<file path="config.mk">
export PLATFORM = sky130hd
export DESIGN_NAME = tpu_act_feeder
export DESIGN_NICKNAME = d
export VERILOG_FILES = /design/src/rtl/tpu_act_feeder.sv
export SDC_FILE = /design/constraint.sdc
export NUM_CORES = 1
export LEC_CHECK = 0
export ABC_AREA = 1
export ABC_CLOCK_PERIOD_IN_PS = 3300
export CORE_UTILIZATION = 60
export DETAILED_ROUTE_END_ITERATION = 7
export PLACE_DENSITY_LB_ADDON = 0.1
export SLEW_MARGIN = 10
export SYNTH_ARGS = -nofsm -noshare
export SYNTH_HDL_FRONTEND = slang
export SYNTH_SLANG_ARGS = --single-unit
</file>
<file path="constraint.sdc">
create_clock -name clk -period 3.3 [get_ports clk]
set_input_delay 0.33 -clock clk [delete_from_list [all_inputs] [get_ports clk]]
set_output_delay 0.33 -clock clk [all_outputs]
set_load 0.05 [all_outputs]
</file>
<file path="src/rtl/tpu_act_feeder.sv">
// tpu_act_feeder
//   Activation feeder for an N x N systolic array. A host fills a row buffer
//   with activation rows of N packed lanes; on start the rows are streamed to
//   the array's left edge with diagonal skew (lane k delayed by k cycles),
//   followed by zero rows so the array can drain.
//
// Configuration macro: TPU_FEEDER_FLUSH_EN
//   defined   : zero padding for 2N-2 cycles after the last row (full drain)
//   undefined : zero padding for N-1 cycles (last skewed datum leaves lane N-1)
//
// Ports
//   clk     in   clock, all logic on posedge
//   rst     in   asynchronous active-low reset
//   we      in   row-buffer write strobe (honoured only while idle)
//   adr_w   in   row index to write
//   dat_i   in   row data, lane k = [k*DWIDTH +: DWIDTH]
//   start   in   begin streaming (sampled only while idle)
//   len     in   rows to stream (clamped to buffer depth), sampled with start
//   lane_o  out  skewed activations, registered
//   en_o    out  array enable, registered
//   busy    out  high whenever not idle
//   done    out  one-cycle pulse after the last en_o cycle
module tpu_act_feeder #(
    parameter int N      = 3,
    parameter int DWIDTH = 8,
    parameter int AWIDTH = 4
) (
    input  logic                clk,
    input  logic                rst,
    input  logic                we,
    input  logic [AWIDTH-1:0]   adr_w,
    input  logic [N*DWIDTH-1:0] dat_i,
    input  logic                start,
    input  logic [AWIDTH:0]     len,
    output logic [N*DWIDTH-1:0] lane_o,
    output logic                en_o,
    output logic                busy,
    output logic                done
);

`ifdef TPU_FEEDER_FLUSH_EN
    localparam int FL = 2 * N - 2;
`else
    localparam int FL = N - 1;
`endif
    localparam int FW = (FL < 1) ? 1 : $clog2(FL + 1);
    localparam logic [FW-1:0] FL_L = FW'(FL);
    localparam logic [AWIDTH:0] DEPTH_L = {1'b1, {AWIDTH{1'b0}}};
    // Triangular delay storage: lane k owns k stages, k*(k-1)/2 is its base.
    localparam int TRI = (N * (N - 1)) / 2;
    localparam int TW  = ((TRI > 0) ? TRI : 1) * DWIDTH;

    typedef enum logic [1:0] {IDLE, FEED, FLUSH, DONE} state_t;

    logic [N*DWIDTH-1:0] row_mem [2**AWIDTH];

    state_t              state_q, state_d;
    logic [AWIDTH:0]     cnt_q, cnt_d;
    logic [AWIDTH:0]     len_q, len_d;
    logic [FW-1:0]       fcnt_q, fcnt_d;
    logic [N*DWIDTH-1:0] rd_q, rd_d;
    logic                v_q, v_d;
    logic                en_q;
    logic                done_q;
    logic [N*DWIDTH-1:0] lane_q, lane_d;
    logic [TW-1:0]       tri_q, tri_d;

    // Row buffer: no reset, so contents survive a mid-stream abort.
    always_ff @(posedge clk) begin
        if (we && (state_q == IDLE)) begin
            row_mem[adr_w] <= dat_i;
        end
    end

    // FLUSH runs FL+1 cycles but raises the valid only for the first FL:
    // the extra cycle, plus DONE itself, covers the read and output register
    // latency so the done pulse lands right after the last en_o cycle.
    always_comb begin
        state_d = state_q;
        cnt_d   = cnt_q;
        len_d   = len_q;
        fcnt_d  = fcnt_q;
        rd_d    = '0;
        v_d     = 1'b0;
        case (state_q)
            IDLE: begin
                if (start) begin
                    if (len == '0) begin
                        state_d = DONE;
                    end else begin
                        len_d   = (len > DEPTH_L) ? DEPTH_L : len;
                        cnt_d   = '0;
                        state_d = FEED;
                    end
                end
            end
            FEED: begin
                rd_d  = row_mem[cnt_q[AWIDTH-1:0]];
                v_d   = 1'b1;
                cnt_d = cnt_q + 1'b1;
                if (cnt_d == len_q) begin
                    fcnt_d  = '0;
                    state_d = FLUSH;
                end
            end
            FLUSH: begin
                v_d    = (fcnt_q < FL_L);
                fcnt_d = fcnt_q + 1'b1;
                if (fcnt_q == FL_L) begin
                    state_d = DONE;
                end
            end
            DONE: begin
                state_d = IDLE;
            end
            default: begin
                state_d = IDLE;
            end
        endcase
    end

    // Skew network: lane 0 goes straight to the output register, lane k
    // walks through k stages first. Zero reads feed the bubbles.
    always_comb begin
        tri_d  = '0;
        lane_d = '0;
        for (int unsigned k = 0; k < N; k++) begin
            if (k == 0) begin
                lane_d[0 +: DWIDTH] = rd_q[0 +: DWIDTH];
            end else begin
                tri_d[(k*(k-1)/2)*DWIDTH +: DWIDTH] = rd_q[k*DWIDTH +: DWIDTH];
                for (int unsigned j = 1; j < k; j++) begin
                    tri_d[(k*(k-1)/2+j)*DWIDTH +: DWIDTH] =
                        tri_q[(k*(k-1)/2+j-1)*DWIDTH +: DWIDTH];
                end
                lane_d[k*DWIDTH +: DWIDTH] = tri_q[(k*(k-1)/2+k-1)*DWIDTH +: DWIDTH];
            end
        end
    end

    always_ff @(posedge clk or negedge rst) begin
        if (!rst) begin
            state_q <= IDLE;
            cnt_q   <= '0;
            len_q   <= '0;
            fcnt_q  <= '0;
            rd_q    <= '0;
            v_q     <= 1'b0;
            en_q    <= 1'b0;
            done_q  <= 1'b0;
            lane_q  <= '0;
            tri_q   <= '0;
        end else begin
            state_q <= state_d;
            cnt_q   <= cnt_d;
            len_q   <= len_d;
            fcnt_q  <= fcnt_d;
            rd_q    <= rd_d;
            v_q     <= v_d;
            en_q    <= v_q;
            done_q  <= (state_q == DONE);
            lane_q  <= lane_d;
            tri_q   <= tri_d;
        end
    end

    assign lane_o = lane_q;
    assign en_o   = en_q;
    assign busy   = (state_q != IDLE);
    assign done   = done_q;

endmodule

</file>
Word-level counts from Yosys, hierarchy flattened
Memory sizes are Yosys's and may differ from the RTL's.
Index checks and enable logic that the tools add are counted.
Storage, ports and cells
  word-level logic and storage cells: 50
  output and inout port bits: 27
  memories: 1
  flip-flop bits (word level): 89
  input bits: 37
  RAM bits: 384
Operators by class
  bitwise logic cells: 1
  $lt $le $gt $ge: 2
  reductions and logical operators: 10
  $add $sub $neg: 2
  equality and inequality tests: 9
  mux-type cells: 15
Memory list
  row_mem: depth 16, bits a word 24, read ports 1, clocked after Yosys merged registers in 0, write ports 1, line 55  | logic [N*DWIDTH-1:0] row_mem [2**AWIDTH];
Operators by type and width (number)
  $mux W24: 1
  $mux W5: 3
  $mux W2: 5
  $pmux W5 S2: 1
  $reduce_and A3 Y1: 3
  $ne A2 B2 Y1 const B: 4
  $pmux W2 S4: 1
  $eq A2 B2 Y1 const B: 3
  $reduce_bool A2 Y1: 3
  $add A5 B1 Y5 const B: 1
  $eq A5 B5 Y1: 1
  $gt A5 B5 Y1 const B: 1
  $logic_not A5 Y1: 1
  $pmux W2 S2: 1
  $add A2 B1 Y2 const B: 1
  $eq A2 B1 Y1 const B: 1
  $logic_not A2 Y1: 1
  $lt A2 B2 Y1 const B: 1
  $mux W1: 2
  $pmux W1 S2: 1
  $reduce_and A2 Y1: 1
  $logic_and A1 B1 Y1: 1
  $not A1 Y1: 1

Logic depth before layout (Yosys ltp)
Gate-level depths: netlist of run 1.
  depth after elaboration: 4
  gate-level depth with buffers: 12
  mapped depth without buffers: 12

Worst setup path after synthesis of run 1
Ideal clock, no wire load.
  kind: register -> register
  from: register state_q[0]
  to: memory row_mem[10][0] (netlist bit), enable pin
  period minus slack after synthesis: 2.398 ns
  required time: 2.895 ns
  buffers on the path: 0
  arrival: 1.994 ns
  stages on the path, launching flop included: 7
  setup slack: 0.902 ns
  library setup time: 0.405 ns
  path through: dfrtp_1 inv_1 ha_1 nand2_1 inv_1 nand3_1 nor2_1
On the way
  cells in the longest elaborated chain, start to end: 4
RTL lines
  start: declaration: line 57  | state_t state_q, state_d;
  start signal: assignment: line 154  | state_q <= state_d;
  $logic_not A2 Y1: line 70  | if (we && (state_q == IDLE)) begin
  $logic_and A1 B1 Y1: line 70
  $mux W1: line 70
  $mux W1 (implied by the code): line 71  | row_mem[adr_w] <= dat_i;
  end: declaration: line 55
Every way passes these cells.

Worst setup path after layout of run 1
  from: register state_q[0]
  to: output busy
On the way
  cells in the longest elaborated chain, start to end: 1
RTL lines
  $reduce_bool A2 Y1: line 169  | assign busy = (state_q != IDLE);
  end: declaration: line 37  | output logic busy,
Every way passes these cells.

==> impl_metrics.env, run 1 <==
export IMPL_crit_slowest_cell="clkdlybuf4s50_1"
export IMPL_grt_use_total_pct=25.38
export IMPL_period_minus_slack_ps=2495
export IMPL_power_mw=15.85
export IMPL_drt_pass1_iter_count=6
export IMPL_r2r_cells=7
export IMPL_synth_area_leader_cell="edfxtp_1"
export IMPL_rsz0062_at_grt="false"
export IMPL_route_vias_total=10430
export IMPL_clockBufferDepth=3
export IMPL_start_kind="flop"
export IMPL_grt_overflow_total=0
export IMPL_hold_viol=0
export IMPL_n_antenna_cell=0
export IMPL_mostFrequentLayoutCell="edfxtp_1"
export IMPL_synth_top_area_share_pct=64.99
export IMPL_clk_latency_ps=550
export IMPL_n_fill_cell=1896
export IMPL_synthesis_nets=1309
export IMPL_cts_sinks=473
export IMPL_gp_congestion=0.8077
export IMPL_worst_path_largest_cell_delay_ps=790
export IMPL_power_ir_vdd_worst_v=0.0004336
export IMPL_dp_cells=1665
export IMPL_start_util_pct=61.32
export IMPL_ys_ff_latch=473
export IMPL_synth_distinct_cells=29
export IMPL_crit_arrival_ps=2170
export IMPL_tns_ps=0
export IMPL_die_h_microns=174.0
export IMPL_synthTopCellsByArea="edfxtp_1, dfrtp_1, o21ai_0"
export IMPL_ant_nets=0
export IMPL_hold_ws_ps=344.8
export IMPL_post_dp_hpwl_mm=20.92
export IMPL_antenna_found_initial=0
export IMPL_io_buffers=63
export IMPL_instances_no_fill=1752
export IMPL_crit_type="flop to output pin"
export IMPL_outcome="finished clean"
export IMPL_final_max_slew_viol_count=0
export IMPL_reg2reg_slack_ps=800
export IMPL_avgSynthCellArea_sq_um=14.03
export IMPL_wire_per_inst_microns=21.31
export IMPL_maxSlewHeadroom_pct=43.20
export IMPL_p_per_area_nw_per_um2=773.9
export IMPL_critPathLaunch="state_q[0]"
export IMPL_fmax_mhz=400.8
export IMPL_p_leak_nw=7.006
export IMPL_critical_path_required_ps=2970
export IMPL_yosysSeqAreaShare_pct=77.54
export IMPL_setup_viol_count_final=0
export IMPL_cts_tree="built"
export IMPL_r2r_end="row_mem[0][6]"
export IMPL_place_area_sq_um=18910
export IMPL_grt_pass1_vias=10080
export IMPL_reg2reg_from="state_q[0]"
export IMPL_core_sq_um=28940
export IMPL_hp_class="flop to flop"
export IMPL_yosys_warnings=0
export IMPL_tightest_slew_ps=852.0
export IMPL_fin_crit_sh_pct=75.61
export IMPL_die_w_microns=174.0
export IMPL_grt_max_degree=94
export IMPL_synthCells=1265
export IMPL_endpoint_kind="output pin"
export IMPL_cts_clk_slew_worst_paths_ps=60
export IMPL_numCtsBuffers=46
export IMPL_final_cell_mix="edfxtp_1, nor2_1, o21ai_0, dfrtp_1, clkdlybuf4s50_1"
export IMPL_cp_common_cell="inv_1"
export IMPL_syn_area_sq_um=17740
export IMPL_final_cell_area_sq_um=20480
export IMPL_ios=64
export IMPL_grt_pass1_wl_mm=58.05
export IMPL_root_buffer="clkbuf_16"
export IMPL_fin_worst_skew_ps=11.69
export IMPL_crit_path_end="busy"
export IMPL_viasPerCell=5.953
export IMPL_drive_gt1_share_pct=9.284
export IMPL_crit_fanout=4
export IMPL_crit_chain="inv_1 -> ha_1 -> inv_1 -> clkdlybuf4s50_1"
export IMPL_cap_viol_max_count=0
export IMPL_drt_iter0_markers=1129
export IMPL_dieArea_sq_um=30260
export IMPL_drc=0
export IMPL_fin_nets=1374
export IMPL_routed_wl_mm=37.33
export IMPL_syn2layout_area_growth_pct=15.44
export IMPL_htree_levels=2
export IMPL_rows=62
[flip-flops by register name (all words and copies together), names as in the netlist]
| register | cells |
|---|---|
| row_mem | 384 |
| lane_o | 24 |
| rd_q | 24 |
| tri_q | 24 |
| cnt_q | 5 |
| len_q | 5 |
| fcnt_q | 2 |
| state_q | 2 |
| done | 1 |
| en_o | 1 |
| v_q | 1 |
[cells in the mapped netlist, drive strengths merged]
cell type	n
o21a	1
o221ai	41
nor3	1
ha	7
nand4	3
nand3b	3
clkinv	1
nand2	35
o21ai	203
clkbuf	44
nand3	35
edfxtp	384
nor2	246
o22ai	29
inv	24
o211ai	55
a21oi	26
buf	36
or2	2
dfrtp	89
[logic make-up (layout without fill, tap and decap cells)]
| logic type | after synthesis | count (layout) | share of synthesized area (%) |
|---|---|---|---|
| AOI/OAI and AO/OA | 355 | 355 | 11.87 |
| adders and majority gates | 7 | 7 | 0.4936 |
| buffers and inverters | 105 | 208 | 2.814 |
| DFF | 473 | 473 | 77.54 |
| and+or+nand+nor | 325 | 325 | 7.277 |
[metrics by stage]
stage          worst slack [ps]  util, %
2_1_floorplan             901.7        -
3_3_place_gp              817.1    65.35
3_5_place_dp              812.9    65.35
5_1_grt                   675.0    70.79
4_1_cts                   783.6    70.79
6_report                  805.0    70.79
[worst min path at each step]
stage              start         end  depth (start not counted)
6_report       tri_q[12]   tri_q[20]                          0
4_1_cts         tri_q[8]   tri_q[16]                          0
2_1_floorplan        rst    cnt_q[0]                          0
3_5_place_dp    tri_q[2]  lane_o[10]                          0
3_3_place_gp    tri_q[7]  lane_o[15]                          0
5_1_grt         tri_q[0]   lane_o[8]                          0
[report_power, final]
group / total [mW] / internal, mW / leakage (nW) / switching, mW
Sequential: 7.17 / 6.99 / 4.64 / 0.189
Combinational: 3.35 / 1.01 / 1.63 / 2.34
Clock: 5.33 / 3.18 / 0.739 / 2.16
Total: 15.9 / 11.2 / 7.01 / 4.68
[routing by layer]
layer	routed length [microns]	up-vias	global-route usage [%]
li1	-	4838	-
met1	16460	5145	37.37
met2	17500	384	39.03
met3	2405	63	3.850
met4	960	0	9.247
met5	0	-	0
[worst max-delay path: cells and delay by family, from the launching register on]
kind,cells,cell delay [ps]
DFF,1,390
adders and majority gates,1,260
buffers and inverters,3,970
[repair_timing]
| action | in CTS | in global routing |
|---|---|---|
| setup buffers | 0 | 0 |
| resized for setup | 0 | 0 |
| endpoints found under the hold margin | 59 | 0 |
| hold buffers | 1 | 0 |
[area by class of cell]
type	count	area, sq um	share of cell area (%)
sequential	473	13760	67.20
tap	384	480.5	2.346
multi-input combinational	687	3606	17.61
clock buffer	63	1309	6.390
clock inverter	23	252.7	1.234
timing repair buffer	97	973.4	4.753
inverter	25	96.34	0.4704
Note: power is estimated with default switching activity, not from simulation.
==> run 2: changes to the inputs <==
--- a/config.mk
+++ b/config.mk
@@ -6,8 +6,8 @@
 export NUM_CORES = 1
 export LEC_CHECK = 0
 export ABC_AREA = 1
-export ABC_CLOCK_PERIOD_IN_PS = 3300
-export CORE_UTILIZATION = 60
+export ABC_CLOCK_PERIOD_IN_PS = 2250
+export CORE_UTILIZATION = 55
 export DETAILED_ROUTE_END_ITERATION = 7
 export PLACE_DENSITY_LB_ADDON = 0.1
 export SLEW_MARGIN = 10
==> constraint.sdc (replaced) <==
create_clock -name clk -period 2.25 [get_ports clk]
set_input_delay 0.225 -clock clk [delete_from_list [all_inputs] [get_ports clk]]
set_output_delay 0.225 -clock clk [all_outputs]
set_load 0.05 [all_outputs]
==> run 2 against run 1 <==
  * Utilization decreased by 4.9 points
  * Die area increased by 9.0%
  * Combinational power increased by 59%
  * Largest cell class unchanged
  * Largest power group unchanged
==> impl_metrics.env, run 2 (synthesis gave the netlist of run 1 again) <==
export IMPL_place_area_sq_um=19400
export IMPL_utilization_pct=65.87
export IMPL_hp_class="input port to asynchronous set/reset pin"
export IMPL_power_switching_mw=6.981
export IMPL_ios=64
export IMPL_crit_type="flop to flop"
export IMPL_internal_power_mw=16.11
export IMPL_r2r_cells=7
export IMPL_cts_clk_slew_worst_paths_ps=60
export IMPL_final_cell_area_sq_um=20840
export IMPL_endpoint_kind="flop"
export IMPL_period_minus_slack_ps=2133
export IMPL_hold_viol=0
export IMPL_grt_overflow_total=0
export IMPL_crit_chain="inv_1 -> ha_1 -> nand2_1 -> inv_1 -> nand2_1 -> nor2_4 -> buf_12"
export IMPL_ant_nets=0
export IMPL_final_cell_mix="edfxtp_1, nor2_1, o21ai_0, dfrtp_1, clkdlybuf4s50_1"
export IMPL_core_sq_um=31640
export IMPL_crit_slowest_cell="dfrtp_1"
export IMPL_htree_levels=2
export IMPL_drt_iter0_markers=1154
export IMPL_cap_viol_max_count=0
export IMPL_drt_pass1_iter_count=7
export IMPL_io_buffers=63
export IMPL_multiInputGateArea_sq_um=3606
export IMPL_dieArea_sq_um=32980
export IMPL_tns_ps=0
export IMPL_drive_gt1_share_pct=10.76
export IMPL_final_max_slew_viol_count=0
export IMPL_cp_depth=7
export IMPL_crit_buf_inv=3
export IMPL_route_vias_total=10690
export IMPL_fin_worst_skew_ps=14.92
export IMPL_grt_pass1_vias=10550
export IMPL_tightest_slew_ps=806.0
export IMPL_seq_area_sq_um=13760
export IMPL_outcome="finished clean"
export IMPL_maxSlewHeadroom_pct=46.10
export IMPL_fin_crit_sh_pct=94.79
export IMPL_n_fill_cell=2259
export IMPL_cp_top_family="simple AND/OR/NAND/NOR gates"
export IMPL_mostFrequentLayoutCell="edfxtp_1"
export IMPL_grt_pass1_wl_mm=62.20
export IMPL_grt_use_total_pct=25.10
export IMPL_clockBufferDepth=3
export IMPL_n_antenna_cell=0
export IMPL_root_buffer="clkbuf_16"
export IMPL_rows=65
export IMPL_post_dp_hpwl_mm=23.44
export IMPL_cts_tree="built"
export IMPL_post_cts_buffers=0
export IMPL_wire_per_inst_microns=22.33
export IMPL_worst_path_largest_cell_delay_ps=410
export IMPL_antenna_found_initial=0
export IMPL_gp_congestion=0.8369
export IMPL_drc=0
export IMPL_fin_nets=1402
export IMPL_comb_power_share_pct=23.1
export IMPL_cts_sinks=473
export IMPL_start_util_pct=56.08
export IMPL_swShare_pct=30.23
export IMPL_crit_fanout=24
export IMPL_viasPerCell=5.950
export IMPL_die_h_microns=181.6
export IMPL_largest_register="row_mem"
export IMPL_critical_path_required_ps=2480
export IMPL_numCtsBuffers=47
export IMPL_clockPowerShare_pct=31.3
export IMPL_die_w_microns=181.6
export IMPL_start_kind="flop"
export IMPL_grt_max_degree=66
export IMPL_routed_wl_mm=40.11
export IMPL_setup_viol_count_final=0
export IMPL_fmax_mhz=468.9
export IMPL_largest_reg_flops=384
export IMPL_power_ir_vdd_worst_v=0.0006582
export IMPL_rsz0062_at_grt="true"
export IMPL_p_leak_nw=7.174
export IMPL_syn2layout_area_growth_pct=17.44
export IMPL_clk_latency_ps=540
export IMPL_crit_arrival_ps=2360
export IMPL_seqPwrFrac_pct=45.5
export IMPL_p_per_area_nw_per_um2=1108
## run 2: metal layers
| layer | global-route usage (%) | up-vias | part of all wire [%] |
|---|---|---|---|
| li1 | - | 4901 | - |
| met1 | 35.99 | 5340 | 44 |
| met2 | 40.65 | 392 | 48 |
| met3 | 3.590 | 53 | 6.4 |
| met4 | 6.881 | 0 | 2.0 |
| met5 | 0 | - | 0 |
## run 2: power groups by stage
stage               logic (mW)  clock network (mW)  registers [mW]
global placement          5.25                   0            10.7
global route              5.81                7.72            10.6
finish                    5.34                7.24            10.5
CTS                       5.33                7.36            10.5
detailed placement        5.30                   0            10.7
floorplan                 2.71                   0            11.3
## run 2: worst paths after layout
check | to | slack (ps) | startpoint
max | row_mem[5][18] | 120 | state_q[0]
min | lane_o[10] | 150 | rst
max reg2reg | row_mem[5][18] | 120 | state_q[0]
min reg2reg | lane_o[13] | 340 | tri_q[5]
max in group asynchronous | cnt_q[0] | 1500 | rst
min in group clk | len_q[1] | 280 | len[1]
## run 2: stage by stage
step / total power, mW / instances / setup slack (ps) / hold WS (ps)
2_1_floorplan: 14.03 / 1265 / -148.3 / -70.59
4_1_cts: 23.21 / 1796 / 55.98 / 160.6
5_1_grt: 24.12 / 1796 / -30.59 / 189.3
6_report: 23.09 / 1796 / 117.1 / 155.0
3_5_place_dp: 16.00 / 1710 / 63.39 / 186.8
3_3_place_gp: 15.92 / 1710 / 109.3 / 182.4
## run 2: area by class of cell
cell class	count	share of cell area, %
Timing Repair Buffer	124	6.953
Sequential cell	473	66.06
Clock buffer	64	6.095
Clock inverter	21	0.7145
Multi-Input combinational cell	687	17.31
Tap cell	402	2.414
Inverter	25	0.4624
## run 2: what timing repair did
item,4_1_cts,5_1_grt
hold buffers,1,0
gates resized for setup,0,1
hold endpoints to repair,29,0
endpoints found under the setup margin,0,96
## run 2: worst register-to-register path, delay by kind of cell, from the launching register on
kind | cells | cell delay [ps]
adders and majority gates | 1 | 230
buffers and inverters | 3 | 550
DFF | 1 | 410
and+or+nand+nor | 3 | 640
==> run 3: changes to the inputs <==
--- a/config.mk
+++ b/config.mk
@@ -9,6 +9,7 @@
 export ABC_CLOCK_PERIOD_IN_PS = 2250
 export CORE_UTILIZATION = 55
 export DETAILED_ROUTE_END_ITERATION = 7
+export GPL_ROUTABILITY_DRIVEN = 0
 export PLACE_DENSITY_LB_ADDON = 0.1
 export SLEW_MARGIN = 10
 export SYNTH_ARGS = -nofsm -noshare
==> results of run 3 <==
The final DEF is identical to that of run 2; final timing and power are the same.
==> patch 1 (config.mk and constraints of run 3) <==
Change the parameter `DWIDTH` from 8 to 12.
--- a/src/rtl/tpu_act_feeder.sv
+++ b/src/rtl/tpu_act_feeder.sv
@@ -24,3 +24,3 @@
     parameter int N      = 3,
-    parameter int DWIDTH = 8,
+    parameter int DWIDTH = 12,
     parameter int AWIDTH = 4
Ports: changed (resized dat_i and lane_o); port bits go from 64 to 88. The function was not compared with the original's and may differ.
==> patch 1 against run 3 <==
The run now ends with design-rule violations left. Synthesized area up 49%. Final cell count up 51%. Wire length up 49%. Sequential cell count up 228. Via count up 49%. Maximum frequency up 0.37%. Sequential share of layout area down 0.13 points. Total power up 47%. Worst setup slack better by 7.9 ps. Core utilization up 0.17 points. Final area up 49%.
==> patch 1: results (changes against run 3) <==
- The count of unique library cells instantiated by Yosys is 27 (was 29).
- M1 WL: 25900 um (was 17500 um)
- The number of enable-type register cells in the synthesized netlist was 576 (was 384).
* Leakage power: 10.7 nW (was 7.17 nW)
- The pin count of the biggest net entering global routing is 98 (was 66).
- The DRC marker count from the first detailed-route iteration was 1562 (was 1154).
* Number of buffers created by CTS: 71 (was 47)
- The post-DP HPWL was 34000 um (was 23400 um).
- Detailed route wirelength on metal2: 28400 um (was 19300 um)
- Met1 usage in global routing: 35.4% (was 36.0%)
- Net total in the final layout: 2099 (was 1402)
- The share of cells above drive strength 1 came to 10.2% (was 10.8%).
- The slew at the pin closest to its max-slew limit is 711 ps (was 806 ps).
- The global-route total usage across every layer was 25.0% (was 25.1%).
- Failing checks: design-rule violations
- The final instance area is 0.0310 sq mm (was 0.0208 sq mm).
- Worst endpoint data arrival time: 2410 ps (was 2360 ps)
- The clock latency at the later pin of the worst-skew pair came to 610 ps (was 540 ps).
* Post-Place Cell Area: 0.0287 sq mm (was 0.0194 sq mm)
* Fin Clk Skew: 22.8 ps (was 14.9 ps)
* DRC violations left: 3 (was 0)
- The share of synthesized registers carrying an async set or reset was 17.8% (was 18.8%).
- Sequential-to-total area share from yosys stat: 77.5% (about the same)
- Leading post-synthesis cells by instance count: sky130_fd_sc_hd__edfxtp_1, sky130_fd_sc_hd__nor2_1, sky130_fd_sc_hd__o21ai_0 (unchanged).
- Global routing met2 resource utilization: 39.9% (was 40.6%)
- Total iterations of the first detailed-routing run: 8 (was 7)
* First-pass GRT wire length: 92600 um (was 62200 um)
- Flip-flop count of the largest register after layout: 576 (was 384)
* Number of input and output port buffers inserted: 87 (was 63)
- Combinational share of power: 20.1% (was 23.1%)
- The power of the clock network came to 0.0115 W (was 0.00724 W).
- Global Route met3 Usage: 4.78% (was 3.59%)
* Top post-synthesis cells by area: sky130_fd_sc_hd__edfxtp_1, sky130_fd_sc_hd__dfrtp_1, sky130_fd_sc_hd__nor2_1, sky130_fd_sc_hd__o21ai_0, sky130_fd_sc_hd__o211ai_1 (was sky130_fd_sc_hd__edfxtp_1, sky130_fd_sc_hd__dfrtp_1, sky130_fd_sc_hd__o21ai_0, sky130_fd_sc_hd__nor2_1, sky130_fd_sc_hd__o211ai_1)
- Run status: complete, but fails checks (was finished clean)
patch 1: cell types whose count changed in the layout (fill, tap and decap cells not counted), moves of 8 or more:
| cell | before | now |
|---|---|---|
| sky130_fd_sc_hd__o221ai_1 | 41 | 4 |
| sky130_fd_sc_hd__buf_12 | 29 | 47 |
| sky130_fd_sc_hd__dfrtp_1 | 86 | 121 |
| sky130_fd_sc_hd__clkbuf_16 | 47 | 73 |
| sky130_fd_sc_hd__nand3_1 | 34 | 56 |
| sky130_fd_sc_hd__o21ai_1 | 11 | 98 |
| sky130_fd_sc_hd__o22ai_1 | 29 | 6 |
| sky130_fd_sc_hd__clkdlybuf4s50_1 | 61 | 85 |
| sky130_fd_sc_hd__o211ai_1 | 55 | 140 |
| sky130_fd_sc_hd__nor2_1 | 230 | 435 |
| sky130_fd_sc_hd__edfxtp_1 | 384 | 576 |
| sky130_fd_sc_hd__clkbuf_1 | 14 | 22 |
| sky130_fd_sc_hd__a21oi_1 | 26 | 38 |
| sky130_fd_sc_hd__o21ai_0 | 192 | 227 |
patch 1: final timing paths:
check | depth (start not counted) | from | endpoint | slack [ps]
min in group asynchronous | 3 | rst | state_q[0] | 540
worst min register to register | 0 | tri_q[13] | tri_q[25] | 340
worst max register to register | 7 | state_q[0] | row_mem[5][2] | 130
max in group asynchronous | 4 | rst | rd_q[8] | 850
worst min-delay path | 3 | len[2] | len_q[2] | 210
worst max-delay path | 7 | state_q[0] | row_mem[5][2] | 130
patch 1: final cells by class:
cell class | count | area, sq um
timing repair buffer | 169 | 2080
clock buffer | 101 | 1990
sequential | 701 | 20400
tap | 607 | 759
fill | 3348 | 15900
inverter | 25 | 101
clock inverter | 30 | 292
multi-input combinational | 1075 | 5340
patch 1: kinds of logic (layout without fill, tap and decap cells):
family	count (synthesis)	after routing	share of synthesized area [%]
compound gates	514	514	11.2
xor+xnor	1	1	0.0332
fa+ha+maj	7	7	0.332
buf+inv	150	325	2.71
flops	701	701	77.5
simple gates	553	553	8.24
patch 1: stage by stage:
step | utilization, % | std cells | setup WS, ps | hold slack [ps]
after floorplan | - | 1926 | -117 | -70.6
after global placement | 61.1 | 2574 | 124 | 74.4
after detailed placement | 61.1 | 2574 | 87.1 | 79.8
after CTS | 66.0 | 2708 | 62.3 | 192
after global routing | 66.0 | 2708 | 12.4 | 223
final | 66.0 | 2708 | 125 | 211
patch 1: repair_timing:
action / 4_1_cts / 5_1_grt
gates resized for setup: 0 / 1
endpoints found under the hold margin: 125 / 0
hold buffers: 3 / 0
endpoints found under the setup margin: 0 / 138
setup buffers: 0 / 0
patch 1: critical path, delay by kind of cell (launching register included):
kind	cells	cell delay [ps]
adder cells (fa/ha/maj)	1	200
buffers and inverters	3	570
AND/OR/NAND/NOR	3	620
flip-flops	1	410
==> patch 2 (config.mk and constraints of run 3) <==
Without the edit above. Register the output `lane_o` once more, with the module's reset; this adds one clock of latency there. The other outputs are not delayed to match. Comments in the files are not updated.
--- a/src/rtl/tpu_act_feeder.sv
+++ b/src/rtl/tpu_act_feeder.sv
@@ -166,3 +166,9 @@
 
-    assign lane_o = lane_q;
+    always_ff @(posedge clk or negedge rst) begin
+        if (!rst) begin
+            lane_o <= '0;
+        end else begin
+            lane_o <= lane_q;
+        end
+    end
     assign en_o   = en_q;
Behaviour: not the same (a bounded check fails within 4 cycles, from zero or initial values and one cycle with rst low).
==> patch 2 against run 3 <==
Sequential cell count grew 24. Final area rose by 4.5%. First-iteration DRC count up 1.7%. Maximum frequency is 5.3% higher. Synthesized area increased by 3.8%. Total power is 4.6% higher. Wire length grew 5.9%. Worst setup slack gained 110 ps. Via count grew 3.2%. Largest power group unchanged.
==> patch 2: results (changes against run 3) <==
- Total of clock buffers placed in the layout: 70 (was 64)
- Non-CTS buffers: 136 (was 124)
* Routed vias/inst: 5.83 (was 5.95)
* Instance count after placement with tap cells included: 1800 (was 1710)
- Post-Place Cell Area: 0.0202 sq mm (was 0.0194 sq mm)
- Placed wire-length estimate: 25200 um (was 23400 um)
- End point of the critical path: row_mem[3][22] (was row_mem[5][18])
- The number of inserted filler cells in the final layout came to 2384 (was 2259).
* Transition time at the pin with the least slew margin: 789 ps (was 806 ps)
* Detailed route wirelength on metal2: 20900 um (was 19300 um)
- The first-pass GRT wire length came to 65000 um (was 62200 um).
- The share of final layout cell area taken by clock buffers and inverters is 7.26% (was 6.81%).
- Total iterations of the first detailed-routing run: 5 (was 7)
* Global routing met2 resource utilization: 42.7% (was 40.6%)
* Net total in the final layout: 1455 (was 1402)
- The fraction of area in non-clock buffers was 7.11% (was 6.95%).
- Largest net degree at the start of global routing: 102 (was 66)
- Synth Area per Inst: 14.1 sq um (was 14.0 sq um)
- Sequential cells: 497 (was 473)
- The initial antenna violation count came to 1 (was 0).
- The met1 layer wirelength in the final routing is 17500 um (about the same).
- Worst endpoint data arrival time: 2270 ps (was 2360 ps)
- Area growth from synthesis to final layout: 18.3% (was 17.4%)
* Maximum resistive drop on vdd: 727 uV (was 658 uV)
- Number of buffers created by CTS: 49 (was 47)
* Pre-CTS worst setup slack: 159 ps (was 63.4 ps)
- The met3 usage in global routing came to 4.23% (was 3.59%).
* #MultiIn Comb: 701 (was 687)
- The share of cells above drive strength 1 came to 11.9% (was 10.8%).
- Slack of the worst reg-to-reg path: 220 ps (was 120 ps)
- Top post-synthesis cells by area: sky130_fd_sc_hd__edfxtp_1, sky130_fd_sc_hd__dfrtp_1, sky130_fd_sc_hd__nor2_1, sky130_fd_sc_hd__o21ai_0, sky130_fd_sc_hd__o211ai_1 (was sky130_fd_sc_hd__edfxtp_1, sky130_fd_sc_hd__dfrtp_1, sky130_fd_sc_hd__o21ai_0, sky130_fd_sc_hd__nor2_1, sky130_fd_sc_hd__o211ai_1).
- Count of unique library cells instantiated by Yosys: 30 (was 29)
- Run status: finished clean (unchanged).
* Met3 wirelength from detailed routing: 3020 um (was 2550 um)
- The detail-routed net length per standard cell was 22.4 um (was 22.3 um).
- Leading post-synthesis cells by instance count: sky130_fd_sc_hd__edfxtp_1, sky130_fd_sc_hd__nor2_1, sky130_fd_sc_hd__o21ai_0 (unchanged).
- Met1 usage in global routing: 35.8% (was 36.0%)
- The proportion of synthesized chip area in sequential cells came to 78.0% (was 77.5%).
- Final Non-Filler Cells: 1892 (was 1796)
- First-iteration detailed-routing DRC count: 1174 (was 1154)
-- patch 2: power by group --
group | leakage [nW] | switching [W] | internal, W
Combinational | 1.94 | 0.00348 | 0.00163
Sequential | 4.95 | 0.000291 | 0.0109
Clock | 0.784 | 0.00324 | 0.00467
-- patch 2: kinds of logic (layout without fill, tap and decap cells) --
group / count (synthesis) / count (layout) / share of synthesized area [%]
buffers and inverters: 108 / 252 / 2.96
adder cells (fa/ha/maj): 6 / 6 / 0.408
flip-flops: 497 / 497 / 78.0
AND/OR/NAND/NOR: 344 / 344 / 7.40
AO/OA/AOI/OAI: 351 / 351 / 11.2
-- patch 2: worst register-to-register path, cell delays in order (launching register included) --
cell,delay [ps]
sky130_fd_sc_hd__dfrtp_1,420
sky130_fd_sc_hd__inv_1,100
sky130_fd_sc_hd__ha_1,200
sky130_fd_sc_hd__nand2_1,150
sky130_fd_sc_hd__inv_1,180
sky130_fd_sc_hd__nand2_1,260
sky130_fd_sc_hd__nor2_4,190
sky130_fd_sc_hd__buf_12,220
